<file path="src/rtl/ser_rx_8.sv">
// Serial-to-parallel receiver: collects WIDTH bits LSB first after Start,
// then presents the word with a Valid/Ack handshake and sticky Overrun.
module ser_rx_8 #(
  parameter int WIDTH = 8
) (
  input  logic                     Clk,
  input  logic                     Reset,
  input  logic                     Start,
  input  logic                     Shift_En,
  input  logic                     Shift_In,
  input  logic                     Ack,
  output logic [WIDTH-1:0]         Data_out,
  output logic                     Valid,
  output logic                     Busy,
  output logic                     Overrun,
  output logic [$clog2(WIDTH):0]   Bit_Count
);

  localparam int CW = $clog2(WIDTH) + 1;
  localparam logic [0:0] S_IDLE  = 1'b0;
  localparam logic [0:0] S_SHIFT = 1'b1;
  localparam logic [CW-1:0] LAST = CW'(WIDTH - 1);

  logic [0:0]       state_q, state_d;
  logic [WIDTH-1:0] shreg_q, shreg_d;
  logic [WIDTH-1:0] data_q,  data_d;
  logic             valid_q, valid_d;
  logic             ovr_q,   ovr_d;
  logic [CW-1:0]    cnt_q,   cnt_d;
  logic [WIDTH-1:0] shifted;

  assign shifted = {Shift_In, shreg_q[WIDTH-1:1]};

  always_comb begin
    state_d = state_q;
    shreg_d = shreg_q;
    data_d  = data_q;
    valid_d = valid_q;
    ovr_d   = ovr_q;
    cnt_d   = cnt_q;

    // Ack is applied first so a same-edge completion can override it.
    if (Ack) begin
      valid_d = 1'b0;
      ovr_d   = 1'b0;
    end

    case (state_q)
      S_IDLE: begin
        if (Start) begin
          shreg_d = '0;
          cnt_d   = '0;
          state_d = S_SHIFT;
        end
      end
      default: begin
        if (Shift_En) begin
          shreg_d = shifted;
          if (cnt_q == LAST) begin
            data_d  = shifted;
            valid_d = 1'b1;
            cnt_d   = '0;
            state_d = S_IDLE;
            if (valid_q && !Ack) ovr_d = 1'b1;
          end else begin
            cnt_d = cnt_q + 1'b1;
          end
        end
      end
    endcase
  end

  always_ff @(posedge Clk or posedge Reset) begin
    if (Reset) begin
      state_q <= S_IDLE;
      shreg_q <= '0;
      data_q  <= '0;
      valid_q <= 1'b0;
      ovr_q   <= 1'b0;
      cnt_q   <= '0;
    end else begin
      state_q <= state_d;
      shreg_q <= shreg_d;
      data_q  <= data_d;
      valid_q <= valid_d;
      ovr_q   <= ovr_d;
      cnt_q   <= cnt_d;
    end
  end

  assign Data_out  = data_q;
  assign Valid     = valid_q;
  assign Busy      = (state_q == S_SHIFT);
  assign Overrun   = ovr_q;
  assign Bit_Count = cnt_q;

endmodule

</file>
<file path="config.mk">
export PLATFORM = sky130hd
export DESIGN_NAME = ser_rx_8
export DESIGN_NICKNAME = d
export VERILOG_FILES = /design/src/rtl/ser_rx_8.sv
export SDC_FILE = /design/constraint.sdc
export NUM_CORES = 1
export LEC_CHECK = 0
export BUFFER_PORTS_ARGS = -buffer_cell sky130_fd_sc_hd__buf_4
export CAP_MARGIN = 20
export CORE_ASPECT_RATIO = 0.8
export CORE_MARGIN = 4
export CORE_UTILIZATION = 40
export DETAILED_ROUTE_END_ITERATION = 10
export GPL_ROUTABILITY_DRIVEN = 0
export PLACE_DENSITY = 0.68
export SYNTH_ARGS = -nofsm -noshare
export SYNTH_HDL_FRONTEND = slang
export SYNTH_SLANG_ARGS = --single-unit
</file>
<file path="constraint.sdc">
create_clock -name Clk -period 2.04 [get_ports Clk]
set_clock_uncertainty 0.05 [all_clocks]
set_input_delay 0 -clock Clk [delete_from_list [all_inputs] [get_ports Clk]]
set_output_delay 0 -clock Clk [all_outputs]
set_load 0.03 [all_outputs]
</file>
==> results.txt, run 1 <==
- The flow ran to the end, and the final reports show no timing, DRC or antenna violations.
* Worst Path Arrival: 1.71 ns
- The clock passes through at most 2 buffers.
* First-pass GRT wire length: 2970 um
* Synth area leader: dfrtp_1
- Commonest cells after routing, fill and taps aside: dfrtp_1, buf_4, mux2_4
- Most common library cell in the layout ignoring fill and taps: dfrtp_1
- The sequential cells in the finished layout cover a total of 551 sq um.
- By startpoint and endpoint, the worst setup path is classified as flip-flop to flip-flop.
- The via count of the first global-routing pass came to 626.
* Hold_ws: 0.347 ns
- The share of the Yosys chip area taken by registers is 0.563.
- 21 I/O pins were placed.
* Final-report hold violation count: 0
- STA puts the critical path data required time at 2.19 ns.
- Post-synthesis cell area: 977 sq um
- For this run, the total global-route usage over all layers was measured as 0.116.
- By area the synthesized netlist is led by dfrtp_1, mux2_4, a22o_2.
- Level count of the clock H-tree: 1
- For the final routed database, the setup TNS stands at 0 ns.
- After detailed routing, the number of remaining DRC violations is 0.
- Worst-case reg-to-reg path depth: 4
- The max-slew violation count was 0.
- Clk Latency, worst-skew pair: 0.31 ns
- CP Max Fanout: 4
- The pre-antenna-repair detailed-routing pass consisted of 4 iterations.
- Total die area: 3300 sq um
- Startpoint type of the worst setup path: flip-flop
- Antenna violations before repair: 0
- Reg-to-reg setup timing slack: 0.48 ns
- IR analysis of the VDD net gives a maximum drop of 0.815 mV.
- Entering global routing, the biggest net connects 23 pins.
* Period utilization: 0.766
- In the final design database the tool counted 108 nets.
- The final route contains 658 vias.
- Counting distinct cell types in the post-synthesis netlist gives 22.
- Min Tclk post-route: 1.56 ns
- Clock-pin slew was measured on the worst setup and hold paths at 0.13 ns.
* Die boundary height: 52.2 um
* Unrepaired setup endpoints after global routing: false
- Port Buffer Count: 20
- The area growth from synthesis to layout is 27.5%.
* Clock tree from TritonCTS: built
* Cell chosen for the clock root: clkbuf_4
- CTS saw 22 sinks.
* Tightest slew margin relative to the limit: 0.459
- Flip-flop and latch count after synthesis: 22
- Buffers added to address setup during post-CTS repair amount to 0.
- Busiest layer in global routing: met2
* Slew at the pin closest to its max-slew limit: 0.811 ns
- F_max: 640 MHz
* Total power density per cell area: 1490 nW/um^2
* Number of violations reported at the end of detailed-routing iteration 0: 13
* Global route total overflow: 0
* Multi-input logic area: 390 sq um
- Met3 capacity usage during global routing: 0.0429
* Synthesized netlist net count: 79
* Post-Synthesis Mean Instance Area: 13.6 sq um
- Buffers inserted during clock tree synthesis total 3.
- Antenna-violating nets left: 0
- For this design the static power due to leakage is 0.633 nW.
* Initial core utilization: 0.438
- Die Wd: 63.3 um
- After floorplanning, the core was divided into 15 placement rows.
- The number of antenna diodes in the final layout is 0.
* Global routing usage on met1: 0.161
- Worst reg2reg startpoint: shreg_q[7]$_DFFE_PP0P_
- Routed WL per cell: 14.0 um
- Using the TritonRoute via totals, the vias-per-cell ratio works out to 5.26.
* Hold-fix buffers at CTS: 6
* Fraction of layout cells with a size suffix above 1: 0.430
- After floorplanning, the core was sized to cover 2230 sq um.
* Post-cts resize count: 0
* Yosys top cell area share: 0.563
- Setup violations, final: 0
- Once routing completed, OpenROAD measured the worst setup slack at 0.477 ns.
* MaxCap Viol Count: 0
- Routed Wire Length: 1750 um
- Type of the worst min-delay path: input port to asynchronous set/reset pin
* Final HPWL DP: 1200 um
- Reg-to-reg critical path endpoint: shreg_q[7]$_DFFE_PP0P_
* Crit path capture type: flip-flop
- Synthesis handed over a netlist of 72 instances.
- Prior to clock tree synthesis, the placed netlist has a worst setup slack of 0.530 ns.
- Syn. warnings: 0
- In the global route stage, met2 resource usage came out at 0.180.
* Filler instances: 197
## worst max-delay path by stage
stage / startpoint / end / slack [ns] / cells past startpoint
2_1_floorplan: Bit_Count[0]$_DFFE_PP0P_ / Data_out[0]$_DFFE_PP0P_ / 0.43 / 4
3_3_place_gp: Bit_Count[0]$_DFFE_PP0P_ / Data_out[4]$_DFFE_PP0P_ / 0.55 / 4
3_5_place_dp: Bit_Count[0]$_DFFE_PP0P_ / Data_out[4]$_DFFE_PP0P_ / 0.53 / 4
4_1_cts: shreg_q[7]$_DFFE_PP0P_ / shreg_q[7]$_DFFE_PP0P_ / 0.49 / 4
5_1_grt: Busy$_DFF_PP0_ / shreg_q[7]$_DFFE_PP0P_ / 0.42 / 3
6_report: shreg_q[7]$_DFFE_PP0P_ / shreg_q[7]$_DFFE_PP0P_ / 0.48 / 4
## cells by family (layout without fill, tap and decap cells)
logic type	after synthesis	in the layout	synth area share
flops	22	22	0.563
compound gates	17	17	0.122
simple gates	15	15	0.0973
mux	12	12	0.168
buf+inv	5	33	0.0371
fa+ha+maj	1	1	0.0128
## final cells by class
class / count / area share
Timing Repair Buffer: 26 / 0.169
Inverter: 3 / 0.00904
Tap cell: 25 / 0.0251
Clock buffer: 3 / 0.0181
Multi-Input combinational cell: 45 / 0.313
Clock inverter: 1 / 0.0241
Sequential cell: 22 / 0.442
## synth_stat cells, drive strengths merged
library cell	instances
nand2b	3
o22ai	2
nand3	1
nor2	1
inv	3
a22o	6
buf	2
mux2	11
o21ai	6
nand2	7
dfrtp	22
mux2i	1
and3b	1
a21oi	2
a21boi	1
ha	1
and2	1
nand4	1
## power breakdown
group / switching, mW / internal (mW)
clock: 0.137 / 0.199
sequential: 0.146 / 0.605
combinational: 0.398 / 0.378
total: 0.681 / 1.18
## sequential cells by signal (all words and copies together) (netlist names)
register	cells
Data_out	8
Busy	1
Valid	1
shreg_q	7
Overrun	1
Bit_Count	4
## worst max-delay path, cell delays in order, from the launching register on
cell and delay (ns):
dfrtp_1 0.44, mux2_2 0.28, nand2_1 0.06, o21ai_0 0.07, dlygate4sd3_1 0.56
## layer usage
layer  part of all wire  routed length, um
met1               0.52                901
met2               0.40                703
met3              0.076                133
met4             0.0046                  8
met5                  0                  0
## through the flow
stage               power [mW]  area (sq um)  instances  utilization
finish                    1.86          1250        125        0.558
global route              1.98          1250        125        0.558
CTS                       1.88          1250        125        0.558
detailed placement        1.53          1130        115        0.508
global placement          1.52          1130        115        0.508
floorplan                 1.28           977         72            -
Power figures use the tool's default switching activity.
==> run 2: changes to the inputs <==
clock period = 1.62 ns   (was 2.04 ns; I/O delays follow)
==> results.txt, run 2 (synthesized netlist as in run 1, its figures left out) <==
- Worst Path Buf+Inv: 0 (-1)
- The placement row count was 15 (unchanged).
- The power density of the placed cells came to 1870 nW/um^2 (+25%).
- Routed WL per cell: 13.9 um (-0.62%)
* Initial core utilization: 0.438 (unchanged)
- Worst Path Arrival: 1.70 ns (about the same)
- By startpoint and endpoint, the worst setup path is classified as flip-flop to flip-flop.
- Clock tree from TritonCTS: built
* MaxCap Viol Count: 0 (unchanged)
* Die Wd: 63.3 um (unchanged)
* Clk Latency, worst-skew pair: 0.31 ns (about the same)
- The shortest period the worst path allows was 1.54 ns (-0.0253 ns).
- Critical path required time: 1.78 ns (-0.41 ns)
- The tightest hold margin is 0.207 ns (-0.140 ns).
- Leakage dissipation: 0.643 nW (+1.5%)
- The number of buffers on the longest clock path came to 2 (unchanged).
- Fin. max-slew vios: 0 (unchanged)
* Detailed-route via count: 643 (-2.3%)
- In this run the worst hold path is classified as input port to asynchronous set/reset pin.
- Global route total overflow: 0 (unchanged)
- Cell chosen for the clock root: clkbuf_4
* Gr usage total: 0.117 (+0.00115)
* Clock-pin transition on the worst setup and hold timing paths: 0.13 ns (about the same)
- The library cell used most frequently in the layout, excluding fill and tap cells, is buf_4.
* Nets@finish: 110 (+1.9%)
- I/O pin total: 21 (unchanged)
- Antenna Cells: 0 (unchanged)
- CP Max Fanout: 10 (+6)
- Number of detailed-routing iterations run before antenna repair: 4 (unchanged)
* Antenna-violating nets left: 0 (unchanged)
- Count of unresolved DRC violations after routing: 0 (unchanged)
- The wire length of the first global-routing pass came to 2990 um (+0.71%).
- Die boundary height: 52.2 um (unchanged)
* Fraction of layout cells with a size suffix above 1: 0.451 (+0.0210)
- The total wirelength of the detailed-routed design was 1760 um (+0.97%).
- Commonest cells after routing, fill and taps aside: buf_4, dfrtp_1, mux2_4
- The worst setup path is captured at a flip-flop.
- Number of CTS-inserted buffers: 3 (unchanged)
- Final-report hold violation count: 0 (unchanged)
- The part of the cycle the worst path needs is 0.949 (+0.183).
- Setup violations, final: 0 (unchanged)
- Result of the run: completed
- The instance area after placement came to 1160 sq um (+2.0%).
- The maximum number of pins on one net before global-route repair was 23 (unchanged).
- The area enclosed by the die boundary came to 3300 sq um (unchanged).
- Traced cell by cell, the critical path runs through ha_1 -> and3b_2 -> nand2_8 -> mux2_4.
- Setup repair after global routing left no endpoint under its margin.
- The quantity of I/O buffers inserted on ports was 20 (unchanged).
* Synth-to-layout area growth: 28.8%
* Worst stage delay on the critical path: 0.44 ns (-0.12 ns)
* Post-placement worst setup slack: 0.0827 ns (-0.447 ns)
- The largest individual stage delay along the critical path comes from the cell dfrtp_1.
- The least setup slack across all paths after layout came to 0.0825 ns (-0.395 ns).
* Worst path top cell family by delay: flip-flops
- Via count normalized by instance count: 5.06 (-3.8%)
* Final HPWL DP: 1240 um (+3.0%)
- Filler instances: 196 (-0.51%)
- The number of H-tree branching levels came to 1 (unchanged).
* Number of flip-flops under the largest register name: 8 (unchanged)
- The peak supply drop came to 1.15 mV (+42%).
- The core area was 2230 sq um (unchanged).
- Tightest slew margin relative to the limit: 0.812 (+0.353)
- Post-route setup TNS: 0 ns (unchanged)
* Total clock sinks: 22 (unchanged)
* Slew at the pin closest to its max-slew limit: 0.282 ns (-0.529 ns)
- The number of antenna violations at the first check in global routing is 0 (unchanged).
* Via count of the first global-routing pass: 638 (+1.9%)
- The worst setup path is launched from a flip-flop.
- Number of violations reported at the end of detailed-routing iteration 0: 20 (+7)
- The highest achievable clock rate was 650 MHz (+1.6%).
* Post-route cell area: 1260 sq um (+1.0%)
==> run 2: cell type report <==
cell class / count / area [sq um] / share of cell area
Clock inverter: 1 / 30.0 / 0.0239
Tap cell: 25 / 31.3 / 0.0249
Clock buffer: 3 / 22.5 / 0.0179
Sequential cell: 22 / 551 / 0.437
Inverter: 3 / 11.3 / 0.00895
Timing Repair Buffer: 28 / 223 / 0.177
Multi-Input combinational cell: 45 / 390 / 0.310
==> run 2: power breakdown <==
part / leakage, nW / switching (mW) / internal (mW) / total [mW]
Clock: 0.0279 / 0.178 / 0.250 / 0.428
Sequential: 0.280 / 0.176 / 0.763 / 0.938
Combinational: 0.335 / 0.512 / 0.479 / 0.991
==> run 2: worst min-delay path: stages <==
cell and delay, ns:
dlygate4sd3_1 0.53, buf_4 0.13, inv_1 0.04, buf_4 0.28
==> run 2: final timing paths <==
check / startpoint / end / slack [ns] / depth (start not counted)
setup / recovery: Bit_Count[0]$_DFFE_PP0P_ / Data_out[4]$_DFFE_PP0P_ / 0.08 / 4
hold / removal: Reset / Data_out[3]$_DFFE_PP0P_ / 0.21 / 4
setup reg to reg: Bit_Count[0]$_DFFE_PP0P_ / Data_out[4]$_DFFE_PP0P_ / 0.08 / 4
hold reg to reg: Valid$_DFF_PP0_ / Valid$_DFF_PP0_ / 0.48 / 2
max in group asynchronous: Reset / Bit_Count[0]$_DFFE_PP0P_ / 1.08 / 4
min in group Clk: Ack / Overrun$_DFF_PP0_ / 0.35 / 3
==> run 2: per-stage QoR <==
stage	instances	total power, mW	util
6_report	127	2.36	0.564
5_1_grt	127	2.50	0.564
4_1_cts	127	2.38	0.564
3_5_place_dp	118	1.95	0.518
3_3_place_gp	118	1.92	0.518
2_1_floorplan	72	1.61	-
==> run 2: what timing repair did <==
item	in CTS	in global routing
buffers inserted	0	0
hold buffers	5	0
resized for setup	0	0
endpoints found under the hold margin	29	0
==> run 2: metal layers <==
layer | GRT usage | routed length (um) | vias up | part of all wire
li1 | - | - | 315 | -
met1 | 0.171 | 911 | 308 | 0.52
met2 | 0.175 | 750 | 20 | 0.43
met3 | 0.0386 | 100 | 0 | 0.057
met4 | 0.0108 | 0 | 0 | 0
met5 | 0 | 0 | - | 0
==> run 3: changes to the inputs <==
clock period = 1.8 ns   (was 1.62 ns; I/O delays follow)
==> results.txt, run 3 (synthesized netlist as in run 1, its figures left out) <==
* Number of buffers inserted to repair setup after CTS: 0 (unchanged)
- The clock-pin transition on the worst setup and hold timing paths came to 0.12 ns (about the same).
- The post-detailed-route count of antenna-violating nets came to 0 (unchanged).
- The insertion delay of the later-clocked pin in the worst-skew pair came to 0.32 ns (about the same).
- The final total negative setup slack was 0 ns (unchanged).
- Worst reg2reg startpoint: Busy$_DFF_PP0_
* Total die area: 3300 sq um (unchanged)
- Filler instances: 189 (-3.6%)
- Worst path top cell family by delay: buffers and inverters
- The slowest stage of the critical path is the dlygate4sd3_1 cell.
- Detailed-route via count: 651 (+1.2%)
* Worst Path Arrival: 1.77 ns (+0.07 ns)
* Reg-to-reg setup timing slack: 0.24 ns (+0.16 ns)
* Logic pwr share: 0.422 (+0.002)
* I/O pin total: 21 (unchanged)
- The number of H-tree branching levels is 1 (unchanged).
* Tightest slew margin relative to the limit: 0.468 (-0.345)
* Total power density per cell area: 1690 nW/um^2 (-9.6%)
- The TritonCTS buffer count is 3 (unchanged).
* Port Buffer Count: 20 (unchanged)
- The number of buffers and inverters on the critical path came to 2 (+2).
- STA classifies the critical path endpoint as a flip-flop.
- Pin count of the biggest net entering global routing: 23 (unchanged)
* Worst stage delay on the critical path: 0.57 ns (+0.13 ns)
- Die Wd: 63.3 um (unchanged)
- The wire length per cell is 14.3 um (+2.9%).
- The initial core utilization is 0.438 (unchanged).
- MaxCap Viol Count: 0 (unchanged)
- Antenna violations before repair: 0 (unchanged)
* F_max: 640 MHz (-1.5%)
* Via count normalized by instance count: 5.13 (+1.2%)
* Proportion of power drawn by the clock network: 0.179 (-0.003)
- The via count of the first global-routing pass is 671 (+5.2%).
- Cell chosen for the clock root: clkbuf_4
- The cell internal power dissipation is 1.35 mW (-9.5%).
- Die boundary height: 52.2 um (unchanged)
* Worst-case reg-to-reg path depth: 4 (unchanged)
- Worst Setup Path Type: flip-flop to flip-flop
- Fraction of layout cells with a size suffix above 1: 0.441 (-0.00980)
* Period utilization: 0.868 (-0.0815)
* Count of unresolved DRC violations after routing: 0 (unchanged)
* Commonest cells after routing, fill and taps aside: dfrtp_1, buf_4, mux2_4
- Fin. max-slew vios: 0 (unchanged)
- Cell Chain, Critical Path: buf_4 -> nand2b_1 -> o21ai_0 -> dlygate4sd3_1
* Type of the worst min-delay path: input port to asynchronous set/reset pin
- The number of DRC markers in iteration 0 came to 24 (+20%).
- The placement row count was 15 (unchanged).
- The final HPWL from detailed placement was 1240 um (+0.47%).
- The TritonCTS sink count was 22 (unchanged).
* Post-cts resize count: 0 (unchanged)
- Hold-fix buffers at CTS: 6 (+1)
- Synth-to-layout area growth: 29.1%
- Number of detailed-routing iterations run before antenna repair: 4 (unchanged)
* Critical path required time: 2.01 ns (+0.23 ns)
- First-pass GRT wire length: 3150 um (+5.1%)
- The leakage power summed over all cells is 0.642 nW (about the same).
- Result of the run: completed
- Min Tclk post-route: 1.56 ns (+0.0241 ns)
- The critical-path maximum fanout is 9 (-1).
- Slew at the pin closest to its max-slew limit: 0.798 ns (+0.516 ns)
- The total wirelength of the detailed-routed design came to 1820 um (+2.9%).
* Switching share of total power: 0.368 (about the same)
- The residual overflow from global routing is 0 (unchanged).
- The total net switching power was 0.785 mW (-9.4%).
* Number of flip-flops under the largest register name: 8 (unchanged)
- Startpoint type of the worst setup path: flip-flop
- Setup violations, final: 0 (unchanged)
- Clock tree from TritonCTS: built
- Core area: 2230 sq um (unchanged)
- Hold_ws: 0.336 ns (+0.129 ns)
* Gr usage total: 0.125 (+0.00752)
- Cell depth of the worst setup path: 4 (unchanged)
* VDD IR-drop max: 0.971 mV (-16%)
- Reg-to-reg critical path endpoint: shreg_q[7]$_DFFE_PP0P_
- Unrepaired setup endpoints after global routing: false
- Nets@finish: 110 (unchanged)
- The sequential cell fraction of total power was 0.399 (about the same).
- The number of buffers on the longest clock path was 2 (unchanged).
- The number of inserted diodes is 0 (unchanged).
- Final-report hold violation count: 0 (unchanged)
run 3: tightest hold or removal path: stages:
cell and delay (ns):
dlygate4sd3_1 0.54, buf_4 0.13, inv_1 0.57
run 3: final cells by class:
cell class | instances | area (sq um) | area share
Sequential cell | 22 | 551 | 0.437
Multi-Input combinational cell | 45 | 390 | 0.310
Timing Repair Buffer | 28 | 225 | 0.179
Tap cell | 25 | 31.3 | 0.0248
Clock inverter | 1 | 30.0 | 0.0238
Clock buffer | 3 | 22.5 | 0.0179
Inverter | 3 | 11.3 | 0.00893
run 3: metal layers:
metal / part of all wire / GRT usage
met1: 0.49 / 0.171
met2: 0.43 / 0.191
met3: 0.065 / 0.0408
met4: 0.0094 / 0.0323
met5: 0 / 0
run 3: power groups by stage:
| stage | Clock (mW) | Combinational, mW | Sequential [mW] |
|---|---|---|---|
| 2_1_floorplan | 0 | 0.372 | 1.08 |
| 3_3_place_gp | 0 | 0.880 | 0.851 |
| 3_5_place_dp | 0 | 0.887 | 0.858 |
| 4_1_cts | 0.388 | 0.909 | 0.850 |
| 5_1_grt | 0.409 | 0.970 | 0.889 |
| 6_report | 0.382 | 0.900 | 0.852 |
run 3: worst max-delay path by stage:
stage                             startpoint                 endpoint  slack, ns
floorplan           Bit_Count[0]$_DFFE_PP0P_  Data_out[0]$_DFFE_PP0P_       0.19
global placement    Bit_Count[0]$_DFFE_PP0P_  Data_out[4]$_DFFE_PP0P_       0.31
detailed placement  Bit_Count[0]$_DFFE_PP0P_  Data_out[4]$_DFFE_PP0P_       0.28
CTS                 Bit_Count[0]$_DFFE_PP0P_  Data_out[4]$_DFFE_PP0P_       0.25
global route                  Busy$_DFF_PP0_   shreg_q[7]$_DFFE_PP0P_       0.14
finish                        Busy$_DFF_PP0_   shreg_q[7]$_DFFE_PP0P_       0.24
run 3: stage by stage:
stage	std cells	setup WS [ns]	util	cell area, sq um	total power, mW
3_5_place_dp	117	0.283	0.514	1150	1.75
3_3_place_gp	117	0.312	0.514	1150	1.73
5_1_grt	127	0.143	0.565	1260	2.27
2_1_floorplan	72	0.188	-	977	1.45
6_report	127	0.238	0.565	1260	2.13
4_1_cts	127	0.252	0.565	1260	2.15
